## src/rtl/snoop_responder.sv

```systemverilog
// MSI snoop responder: decodes a bus snoop, reads the local arrays through a borrowed port,
// answers hit/dirty/data in the response cycle and downgrades the hit way. Optional counters: SNOOP_STATS_EN.
module snoop_responder #(
    parameter int SETS  = 16,
    parameter int WAYS  = 4,
    parameter int TAG_W = 23
) (
    input  logic                      clk,
    input  logic                      rst,
    input  logic [31:0]               bus_command_address,
    input  logic [2:0]                bus_command_command,
    input  logic                      self_owner,
    output logic                      snoop_busy,
    output logic [$clog2(SETS)-1:0]   arr_set,
    input  logic [TAG_W-1:0]          arr_tag_in   [WAYS],
    input  logic [1:0]                arr_state_in [WAYS],
    input  logic [255:0]              arr_data_in  [WAYS],
    output logic [WAYS-1:0]           arr_state_we,
    output logic [1:0]                arr_state_out,
    output logic                      snoop_hit,
    output logic                      snoop_dirty,
    output logic [255:0]              snoop_data,
    output logic [31:0]               snoop_hit_count,
    output logic [31:0]               snoop_inval_count
);

    localparam int IDX_W  = $clog2(SETS);
    localparam int LINE_W = 27;
    localparam int WAY_W  = (WAYS > 1) ? $clog2(WAYS) : 1;

    localparam logic [2:0] CMD_RD   = 3'd1;
    localparam logic [2:0] CMD_RDX  = 3'd2;
    localparam logic [2:0] CMD_UPGR = 3'd3;
    localparam logic [2:0] CMD_FLSH = 3'd4;

    localparam logic [1:0] ST_I = 2'd0;
    localparam logic [1:0] ST_S = 2'd1;
    localparam logic [1:0] ST_M = 2'd2;

    typedef enum logic [1:0] {IDLE, LOOKUP, RESPOND} state_e;

    state_e              state_q, state_d;
    logic [LINE_W-1:0]   line_q, line_d;
    logic [2:0]          cmd_q, cmd_d;
    logic                cmd_valid;
    logic                start;
    logic [TAG_W-1:0]    tag_q;
    logic                hit_any;
    logic [WAY_W-1:0]    hit_way;
    logic [1:0]          hit_state;
    logic                wr_en;
    logic [1:0]          wr_val;
    logic                unused_addr_bits;

    // Byte offset within the 32-byte line plays no part in a snoop.
    assign unused_addr_bits = ^bus_command_address[4:0];

    assign cmd_valid = (bus_command_command >= CMD_RD) && (bus_command_command <= CMD_FLSH);
    assign start     = (state_q == IDLE) && cmd_valid && !self_owner;
    assign tag_q     = line_q[LINE_W-1 -: TAG_W];

    // NOTE: sequential state uses non-blocking assignments only, so every flop samples
    // the values from before the edge regardless of statement order.
    always_ff @(posedge clk) begin
        if (rst) begin
            state_q <= IDLE;
            line_q  <= '0;
            cmd_q   <= '0;
        end else begin
            state_q <= state_d;
            line_q  <= line_d;
            cmd_q   <= cmd_d;
        end
    end

    // NOTE: every variable gets a default before the case, otherwise paths that skip
    // an assignment would infer latches.
    always_comb begin
        state_d = state_q;
        line_d  = line_q;
        cmd_d   = cmd_q;
        case (state_q)
            IDLE: begin
                if (start) begin
                    state_d = LOOKUP;
                    line_d  = bus_command_address[31:5];
                    cmd_d   = bus_command_command;
                end
            end
            LOOKUP:  state_d = RESPOND;
            RESPOND: state_d = IDLE;
            default: state_d = IDLE;
        endcase
    end

    // The cache must yield in the very cycle the snoop is accepted.
    assign snoop_busy = start || (state_q != IDLE);
    assign arr_set    = start              ? bus_command_address[5 +: IDX_W] :
                        (state_q != IDLE)  ? line_q[IDX_W-1:0] : '0;

    always_comb begin
        hit_any = 1'b0;
        hit_way = '0;
        for (int w = 0; w < WAYS; w++) begin
            if (!hit_any && (arr_tag_in[w] == tag_q) && (arr_state_in[w] != ST_I)) begin
                hit_any = 1'b1;
                hit_way = WAY_W'(w);
            end
        end
    end

    assign hit_state   = arr_state_in[hit_way];
    assign snoop_hit   = (state_q == RESPOND) && hit_any;
    assign snoop_dirty = snoop_hit && (hit_state == ST_M);
    assign snoop_data  = snoop_hit ? arr_data_in[hit_way] : '0;

    // A reset arriving in the response cycle must not leave a half-done state write.
    always_comb begin
        wr_en  = 1'b0;
        wr_val = ST_I;
        if (snoop_hit && !rst) begin
            case (cmd_q)
                CMD_RD: begin
                    if (hit_state == ST_M) begin
                        wr_en  = 1'b1;
                        wr_val = ST_S;
                    end
                end
                CMD_RDX, CMD_UPGR: begin
                    wr_en  = 1'b1;
                    wr_val = ST_I;
                end
                default: ;
            endcase
        end
    end

    always_comb begin
        for (int w = 0; w < WAYS; w++) begin
            arr_state_we[w] = wr_en && (hit_way == WAY_W'(w));
        end
    end
    assign arr_state_out = wr_en ? wr_val : ST_I;

`ifdef SNOOP_STATS_EN
    logic [31:0] hit_cnt_q;
    logic [31:0] inval_cnt_q;

    always_ff @(posedge clk) begin
        if (rst) begin
            hit_cnt_q   <= '0;
            inval_cnt_q <= '0;
        end else begin
            if (snoop_hit && (hit_cnt_q != '1)) begin
                hit_cnt_q <= hit_cnt_q + 32'd1;
            end
            if (wr_en && (wr_val == ST_I) && (inval_cnt_q != '1)) begin
                inval_cnt_q <= inval_cnt_q + 32'd1;
            end
        end
    end

    assign snoop_hit_count   = hit_cnt_q;
    assign snoop_inval_count = inval_cnt_q;
`else
    assign snoop_hit_count   = '0;
    assign snoop_inval_count = '0;
`endif

endmodule

```

## config.mk

```make
export PLATFORM = sky130hd
export DESIGN_NAME = snoop_responder
export DESIGN_NICKNAME = d
export VERILOG_FILES = /design/src/rtl/snoop_responder.sv
export SDC_FILE = /design/constraint.sdc
export NUM_CORES = 1
export LEC_CHECK = 0
export ABC_AREA = 1
export CORE_AREA = 2 2 585 587
export CTS_BUF_LIST = sky130_fd_sc_hd__clkbuf_2
export DETAILED_ROUTE_END_ITERATION = 6
export DIE_AREA = 0 0 587 589
export PLACE_DENSITY_LB_ADDON = 0.15
export SYNTH_ARGS = -nofsm -noshare
export SYNTH_HDL_FRONTEND = slang
export SYNTH_SLANG_ARGS = --single-unit
```

## constraint.sdc

```tcl
create_clock -name clk -period 5.6 [get_ports clk]
set_clock_uncertainty 0.15 [all_clocks]
set_input_delay 1.12 -clock clk [delete_from_list [all_inputs] [get_ports clk]]
set_output_delay 1.12 -clock clk [all_outputs]
set_load 0.05 [all_outputs]
```

## Yosys cells after proc, flatten, opt, wreduce, memory -nomap -nowiden

Cells that the tools add are included.

- Multipliers: 0
- Reduce and logical (&&, ||, !) cells: 32
- Eq/ne operators: 14
- Div/mod/pow operators: 0
- Order comparisons: 3
- Bitwise operators: 1
- Add/sub/neg operators: 0
- Mux-type cells: 25
- Shift operators: 0

Operators by type and width:

| kind | number |
|---|---|
| 2-to-1 mux 256 bit | 3 |
| binary-select mux 256 bit (select 2 bit) | 1 |
| == test 23 bit | 4 |
| logical AND 1 bit | 17 |
| 2-to-1 mux 2 bit | 6 |
| 2-to-1 mux 1 bit | 10 |
| nonzero test 2 bit | 5 |
| == test 2 bit, second input constant | 4 |
| 2-to-1 mux 4 bit | 2 |
| == test 3 x 2 -> 1 bit, second input constant | 2 |
| logical NOT 1 bit | 5 |
| binary-select mux 2 bit (select 2 bit) | 1 |
| == test 2 x 1 -> 1 bit, second input constant | 2 |
| logical NOT 2 bit | 2 |
| case mux 2 bit (2 select lines) | 1 |
| == test 3 x 1 -> 1 bit, second input constant | 1 |
| >= comparator 3 x 1 -> 1 bit, second input constant | 1 |
| >= comparator 3 bit, second input constant | 1 |
| less-or-equal comparator 3 bit, second input constant | 1 |
| NOT 2 -> 3 bit | 1 |
| != test 2 bit, second input constant | 1 |
| case mux 1 bit (2 select lines) | 1 |
| AND reduction 2 bit | 1 |
| OR reduction 2 bit | 1 |
| logical OR 1 bit | 1 |

- Logic and storage cells: 78
- Input bits: 1162
- Bits in latches: 0
- Memories kept: 0
- Output and inout bits: 333
- Register bits after elaboration: 32
- Memory bits (read-only): 0
- Bits in writable memories: 0

## Depth between registers and ports, before layout

- Depth in word-level cells: 24
- Gate-level depth with buffers: 15
- Gate-level depth less buffers: 14

## Least setup slack after synthesis

Ideal clock, no wire load.

- Path type: input-to-output
- Start: input port arr_tag_in[91] in the netlist's numbering
- End: output port arr_state_we[0]
- Slack: 1.010 ns
- Data required time: 4.330 ns
- Stages: 14
- Buffers on the path: 0
- Arrival: 3.320 ns
- Cells stage by stage: inv_1 nand2_1 nand2_1 nor2_1 nand2_1 nor2_1 nand3_2 nand2_2 inv_2 nand3_2 nand2_2 inv_1 nand4_1 a21oi_1

- Elaborated cells on any way between the ends: 30
- Classes of those cells: eq/ne: 2; mux: 13; bitwise: 1; reduce/logical: 14

RTL lines:

| item | line | RTL |
|---|---|---|
| start, declared | 15 | `input logic [TAG_W-1:0] arr_tag_in [WAYS],` |
| == test 23 bit (*) | 105 | `if (!hit_any && (arr_tag_in[w] == tag_q) && (arr_state_in[w] != ST_I)) begin` |
| logical AND 1 bit (*) | 105 |  |
| 2-to-1 mux 1 bit (*) | 105 |  |
| logical NOT 1 bit | 105 |  |
| logical AND 1 bit (2 in a row) | 105 |  |
| 2-to-1 mux 1 bit (*) | 105 |  |
| logical NOT 1 bit | 105 |  |
| logical AND 1 bit (2 in a row) | 105 |  |
| 2-to-1 mux 1 bit (*) | 105 |  |
| logical NOT 1 bit | 105 |  |
| logical AND 1 bit (2 in a row) | 105 |  |
| 2-to-1 mux 1 bit (*) | 105 |  |
| logical AND 1 bit (*) | 113 | `assign snoop_hit = (state_q == RESPOND) && hit_any;` |
| net snoop_hit | 20 | `output logic snoop_hit,` |
| logical AND 1 bit (*) | 121 | `if (snoop_hit && !rst) begin` |
| 2-to-1 mux 1 bit (*) | 121 |  |
| logical AND 1 bit (*) | 140 | `arr_state_we[w] = wr_en && (hit_way == WAY_W'(w));` |
| end, declared | 18 | `output logic [WAYS-1:0] arr_state_we,` |

Mark *: on every way through the listed nets, which the timed path passes. The rest lies on a longest branch. The select of a mux whose other input is x is not followed.

## Final worst setup path

- Start: input port arr_tag_in[66] in the netlist's numbering
- End: output port snoop_data[158]

- Cells in the longest elaborated chain, start to end: 17
- Elaborated cells on any way between the ends: 21
- Classes of those cells: eq/ne: 1; mux: 10; bitwise: 1; reduce/logical: 9

Ends and longest elaborated chain:

| item | line | RTL |
|---|---|---|
| == test 23 bit (*) | 105 |  |
| logical AND 1 bit (*) (2 in a row) | 105 |  |
| 2-to-1 mux 1 bit | 105 |  |
| logical NOT 1 bit | 105 |  |
| logical AND 1 bit (2 in a row) | 105 |  |
| 2-to-1 mux 1 bit | 105 |  |
| logical NOT 1 bit | 105 |  |
| logical AND 1 bit (2 in a row) | 105 |  |
| 2-to-1 mux 2 bit | 105 |  |
| NOT 2 -> 3 bit (not written as such) | 115 | `assign snoop_data = snoop_hit ? arr_data_in[hit_way] : '0;` |
| binary-select mux 256 bit (select 2 bit) | 115 |  |
| 2-to-1 mux 256 bit (not written as such) (2 in a row) | 115 |  |
| 2-to-1 mux 256 bit (*) | 115 |  |
| end, declared | 22 | `output logic [255:0] snoop_data,` |

Mark *: on every way between the ends. The rest lies on a longest branch, timed or not. The select of a mux whose other input is x is not followed.

==> results by stage <==
Route:
- The via-per-instance ratio is 2.70.
- The iteration count of the initial detailed-routing pass is 7.
- The met2 wire length is 127000 um.
- The average routed wire per standard cell is 31.9 um.
- The number of remaining DRC errors is 0.
- The highest layer touched by signal routing is met5.
- The total via count in the routed design is 22300.
- The iteration-0 DRC count of the detailed router is 1298.
- The met3 layer wire length in the routed design is 28600 um.
- After detailed routing, the wire length on met1 is 107000 um.
- The detail route stage leaves a number of antenna-violating nets equal to 0.
- The total wirelength of the detailed-routed design is 265000 um.

Worst setup path:
- The type of element capturing the critical path is an output pin.
- The maximum fanout along the worst path is 24.
- STA classifies the critical path startpoint as a primary input.
- The cell count of the worst reg-to-reg path is 6.
- The critical path contains buffers and inverters numbering 10 combined.
- The worst register-to-register path has a setup slack of 3410 ps.
- The arrival time at the worst endpoint is 4210 ps.
- The worst setup path is of the in -> out kind.
- The top cell family by delay on the critical path is buffers and inverters.
- The worst register-to-register path ends at line_q[4]$_SDFFE_PP0P_.
- The reg-to-reg startpoint is state_q[0]$_SDFFE_PP0P_.
- The maximum single-stage delay on the critical path is 510 ps.
- STA puts the critical path data required time at 4330 ps.
- The critical path goes through clkdlybuf4s50_1, inv_1, nand2_1, nand2_1, buf_12, nor2_2, nand2_1, nor2_1, buf_4, nand3_1, buf_4, nand2_4, inv_4, nand3_4, nand2_8, buf_12, buf_12, buf_16, a41oi_2, buf_12.
- Counting stages on the worst path, the most repeated cell is sky130_fd_sc_hd__buf_12.
- The cell type of the slowest stage on the worst timing path is sky130_fd_sc_hd__clkdlybuf4s50_1.

Min path:
- The launch instance of the worst min-delay path is line_q[2]$_SDFFE_PP0P_.
- The min-delay analysis places its worst path in the category reg -> reg.
- For hold timing, the worst endpoint is line_q[2]$_SDFFE_PP0P_.
- The worst hold path passes through 2 cells.

Pwr:
- The internal portion of the total power is 1100 uW.
- The reported net switching power is 752 uW.
- The total power divided by cell area is 47.5 nW/um^2.
- The power share of the combinational group is 76.4%.
- Sequential cells account for 14.8% of the total power.
- Net switching is 40.6% of the power.
- The share of power burned in the clock network is 8.8%.
- The leakage power is 0.0126 uW.
- IR analysis of the VDD net gives a maximum drop of 0.0543 mV.

STA:
- The worst slew margin relative to its limit is 62.5%.
- Setup repair after global routing could not meet its margin everywhere.
- The final max-slew violation count is 0.
- The clock period minus worst slack is 5480 ps.
- Of the available clock period, the critical path in the final layout requires 97.9%.
- The top achievable clock speed is 182 MHz.
- For the pin with the worst max-slew slack, the measured transition is 562 ps.
- The setup TNS is 0 ps.
- The hold violation count in the final report came to 0.
- The final setup violation count is 0.

Finish:
- Summing all non-filler instances in the final layout gives an area of 39000 um^2.
- In the final design database the tool counted 4872 nets.
- Relative to the synthesized area, the layout overhead comes to 204%.
- The layout filler cell count is 39300.
- The ratio of cells with drive above 1 in the final layout is 29.8%.

Status:
- The run finished with clean final reports.

Die:
- The core outline area is 339000 um^2.
- The height of the chip is 589 um.
- From left edge to right edge, the die measures 587 um.
- 1495 I/O pins were placed.
- In this run the core area contains 214 standard-cell rows.
- The die area is 346000 um^2.
- The starting density of the core is 3.78%.

Synth:
- The commonest cells after synthesis are 1089 x sky130_fd_sc_hd__nand2_1, 240 x sky130_fd_sc_hd__a41oi_2, 182 x sky130_fd_sc_hd__nand2_2, 100 x sky130_fd_sc_hd__buf_2, 81 x sky130_fd_sc_hd__inv_1.
- The most used flip-flop cell after synthesis is sky130_fd_sc_hd__dfxtp_1.
- The combined area of all synthesized cells is 12800 um^2.
- The part of the Yosys area used for sequential elements is 4.99%.
- After synthesis, the cell types taking the most area are sky130_fd_sc_hd__nand2_1 32%, sky130_fd_sc_hd__a41oi_2 30%, sky130_fd_sc_hd__nand2_2 8.9%, sky130_fd_sc_hd__dfxtp_1 5.0%, sky130_fd_sc_hd__buf_4 4.6%.
- The cell count after synthesis is 2078.
- The share of flip-flops with an asynchronous set or reset after synthesis is 0%.
- Yosys printed 0 warnings.
- sky130_fd_sc_hd__nand2_1 takes more of the synthesized area than any other cell.
- In this run, synthesis inferred 0 flip-flops with an integrated enable.
- The average cell area after synthesis is 6.17 um^2.
- sky130_fd_sc_hd__nand2_1 is the most common cell in the netlist.
- The share of the synthesized area in the top cell type is 31.9%.
- Synthesis inferred 32 register bits.
- The distinct cell type count of the synthesized netlist is 28.

CTS:
- The clock tree root buffer cell is sky130_fd_sc_hd__clkbuf_2.
- After clock tree synthesis, the clock-pin slew on the worst setup and hold paths is 240 ps.
- The clock tree from TritonCTS is done.
- The H-tree was split into 2 levels.
- The clock reaches the later pin of the worst-skew pair after 540 ps.
- For this design, the sink count on the clock tree is 32.
- Buffers inserted during clock tree synthesis total 5.
- No sink is reached through more buffers than the 2 on the longest clock path.

Global route:
- The via count of the first global-routing pass is 23200.
- The largest net degree at the start of global routing is 59.
- The total congestion overflow is 0.
- For this run, the total global-route usage over all layers was measured as 14.6%.
- The global-route wire length before repair is 316000 um.
- The initial antenna violation count came to 191.

Placed design:
- Once detailed placement completed, the half-perimeter wirelength came to 242000 um.
- After detailed placement, the total cell area comes to 37600 um^2.
- At the end of routability-driven placement, the weighted congestion stood at 0.907.
- The number of buffers added on ports is 1424.

Job:
- The number of violations of the max-capacitance limit is 0.
## power groups by stage
| stage | Sequential [uW] | Combinational (uW) | Clock [uW] |
|---|---|---|---|
| 2_1_floorplan | 267 | 330 | 0 |
| 3_3_place_gp | 280 | 1420 | 0 |
| 3_5_place_dp | 279 | 1420 | 0 |
| 4_1_cts | 275 | 1430 | 172 |
| 5_1_grt | 276 | 1490 | 173 |
| 6_report | 274 | 1420 | 163 |
## what timing repair did
| item | 4_1_cts | 5_1_grt |
|---|---|---|
| buffers inserted | 12 | 18 |
| pin swaps | 5 | 7 |
| hold buffers | 0 | 0 |
| cloned | 3 | 3 |
| endpoints found under the setup margin | 226 | 149 |
| resized for setup | 28 | 72 |
## per-layer routing
metal	vias up	GRT usage (%)
met5	-	0
met4	114	0.558
met3	295	6.66
met2	1287	25.3
met1	10600	17.1
li1	10100	-
## area by class of cell
| class | instances | area (um^2) | share of cell area (%) |
|---|---|---|---|
| Sequential cell | 32 | 641 | 1.64 |
| Clock buffer | 6 | 30.0 | 0.0770 |
| Timing Repair Buffer | 1774 | 20900 | 53.7 |
| Multi-Input combinational cell | 1789 | 11200 | 28.6 |
| Antenna cell | 40 | 100 | 0.257 |
| Tap cell | 4536 | 5680 | 14.6 |
| Inverter | 107 | 443 | 1.14 |
| Clock inverter | 2 | 11.3 | 0.0289 |
| Timing Repair inverter | 1 | 8.76 | 0.0225 |
## sequential cells by signal, summed over array words and instances (netlist names)
signal / flops
line_q: 27
state_q: 2
cmd_q: 3
## layout by cell type, fill, tap and decap left out, types with 2 or more instances in the layout
cell type / count
sky130_fd_sc_hd__xor2_1: 4
sky130_fd_sc_hd__nand2_2: 190
sky130_fd_sc_hd__nand3_2: 4
sky130_fd_sc_hd__dfxtp_1: 32
sky130_fd_sc_hd__nand2_8: 2
sky130_fd_sc_hd__buf_16: 9
sky130_fd_sc_hd__a21oi_1: 34
sky130_fd_sc_hd__nand4_1: 2
sky130_fd_sc_hd__dlymetal6s2s_1: 2
sky130_fd_sc_hd__a41oi_1: 9
sky130_fd_sc_hd__inv_2: 23
sky130_fd_sc_hd__buf_12: 352
sky130_fd_sc_hd__nand3_1: 8
sky130_fd_sc_hd__nor2_1: 68
sky130_fd_sc_hd__buf_6: 7
sky130_fd_sc_hd__nand2_1: 1078
sky130_fd_sc_hd__nor2_4: 2
sky130_fd_sc_hd__a41oi_2: 198
sky130_fd_sc_hd__nor2_2: 6
sky130_fd_sc_hd__diode_2: 40
sky130_fd_sc_hd__clkdlybuf4s50_1: 1153
sky130_fd_sc_hd__clkbuf_16: 3
sky130_fd_sc_hd__buf_4: 244
sky130_fd_sc_hd__buf_8: 2
sky130_fd_sc_hd__o21ai_0: 51
sky130_fd_sc_hd__o21ai_1: 14
sky130_fd_sc_hd__conb_1: 65
sky130_fd_sc_hd__inv_1: 81
sky130_fd_sc_hd__clkbuf_2: 6
sky130_fd_sc_hd__a41oi_4: 49
## tightest hold or removal path: stages, from the launching register on
cell,delay [ps]
sky130_fd_sc_hd__dfxtp_1,360
sky130_fd_sc_hd__nand2_1,60
sky130_fd_sc_hd__a21oi_1,60
## worst max-delay path by stage
stage / from / to / slack [ps] / cells after the start
6_report: arr_tag_in[66] / snoop_data[158] / 120 / 20
5_1_grt: arr_tag_in[66] / snoop_data[21] / -20 / 20
3_5_place_dp: arr_tag_in[27] / snoop_data[13] / -500 / 15
4_1_cts: arr_tag_in[22] / snoop_data[4] / 4 / 18
3_3_place_gp: arr_tag_in[27] / snoop_data[4] / -540 / 16
2_1_floorplan: arr_tag_in[91] / arr_state_we[0] / 1010 / 14
## through the flow
| stage | util (%) | total power [uW] | cells | hold slack [ps] | setup WS (ps) |
|---|---|---|---|---|---|
| final | 11.5 | 1850 | 8287 | 331 | 118 |
| after global routing | 11.5 | 1940 | 8252 | 354 | -22.6 |
| after CTS | 11.2 | 1880 | 8227 | 334 | 3.88 |
| after detailed placement | 11.1 | 1690 | 8204 | 307 | -499 |
| after global placement | 11.1 | 1700 | 8204 | 300 | -543 |
| after floorplan | - | 597 | 2142 | 286 | 1010 |
## kinds of logic (layout without fill, tap and decap cells)
kind of cell / Yosys count / in the layout / synth area share, %
xor gates and xnor gates: 4 / 4 / 0.273
other: 1 / 105 / 0.0292
DFF: 32 / 32 / 4.99
AOI/OAI and AO/OA: 355 / 355 / 35.4
buffers and inverters: 321 / 1890 / 15.3
and+or+nand+nor: 1365 / 1365 / 44.1
No activity file was read; power rests on OpenSTA's default activity.
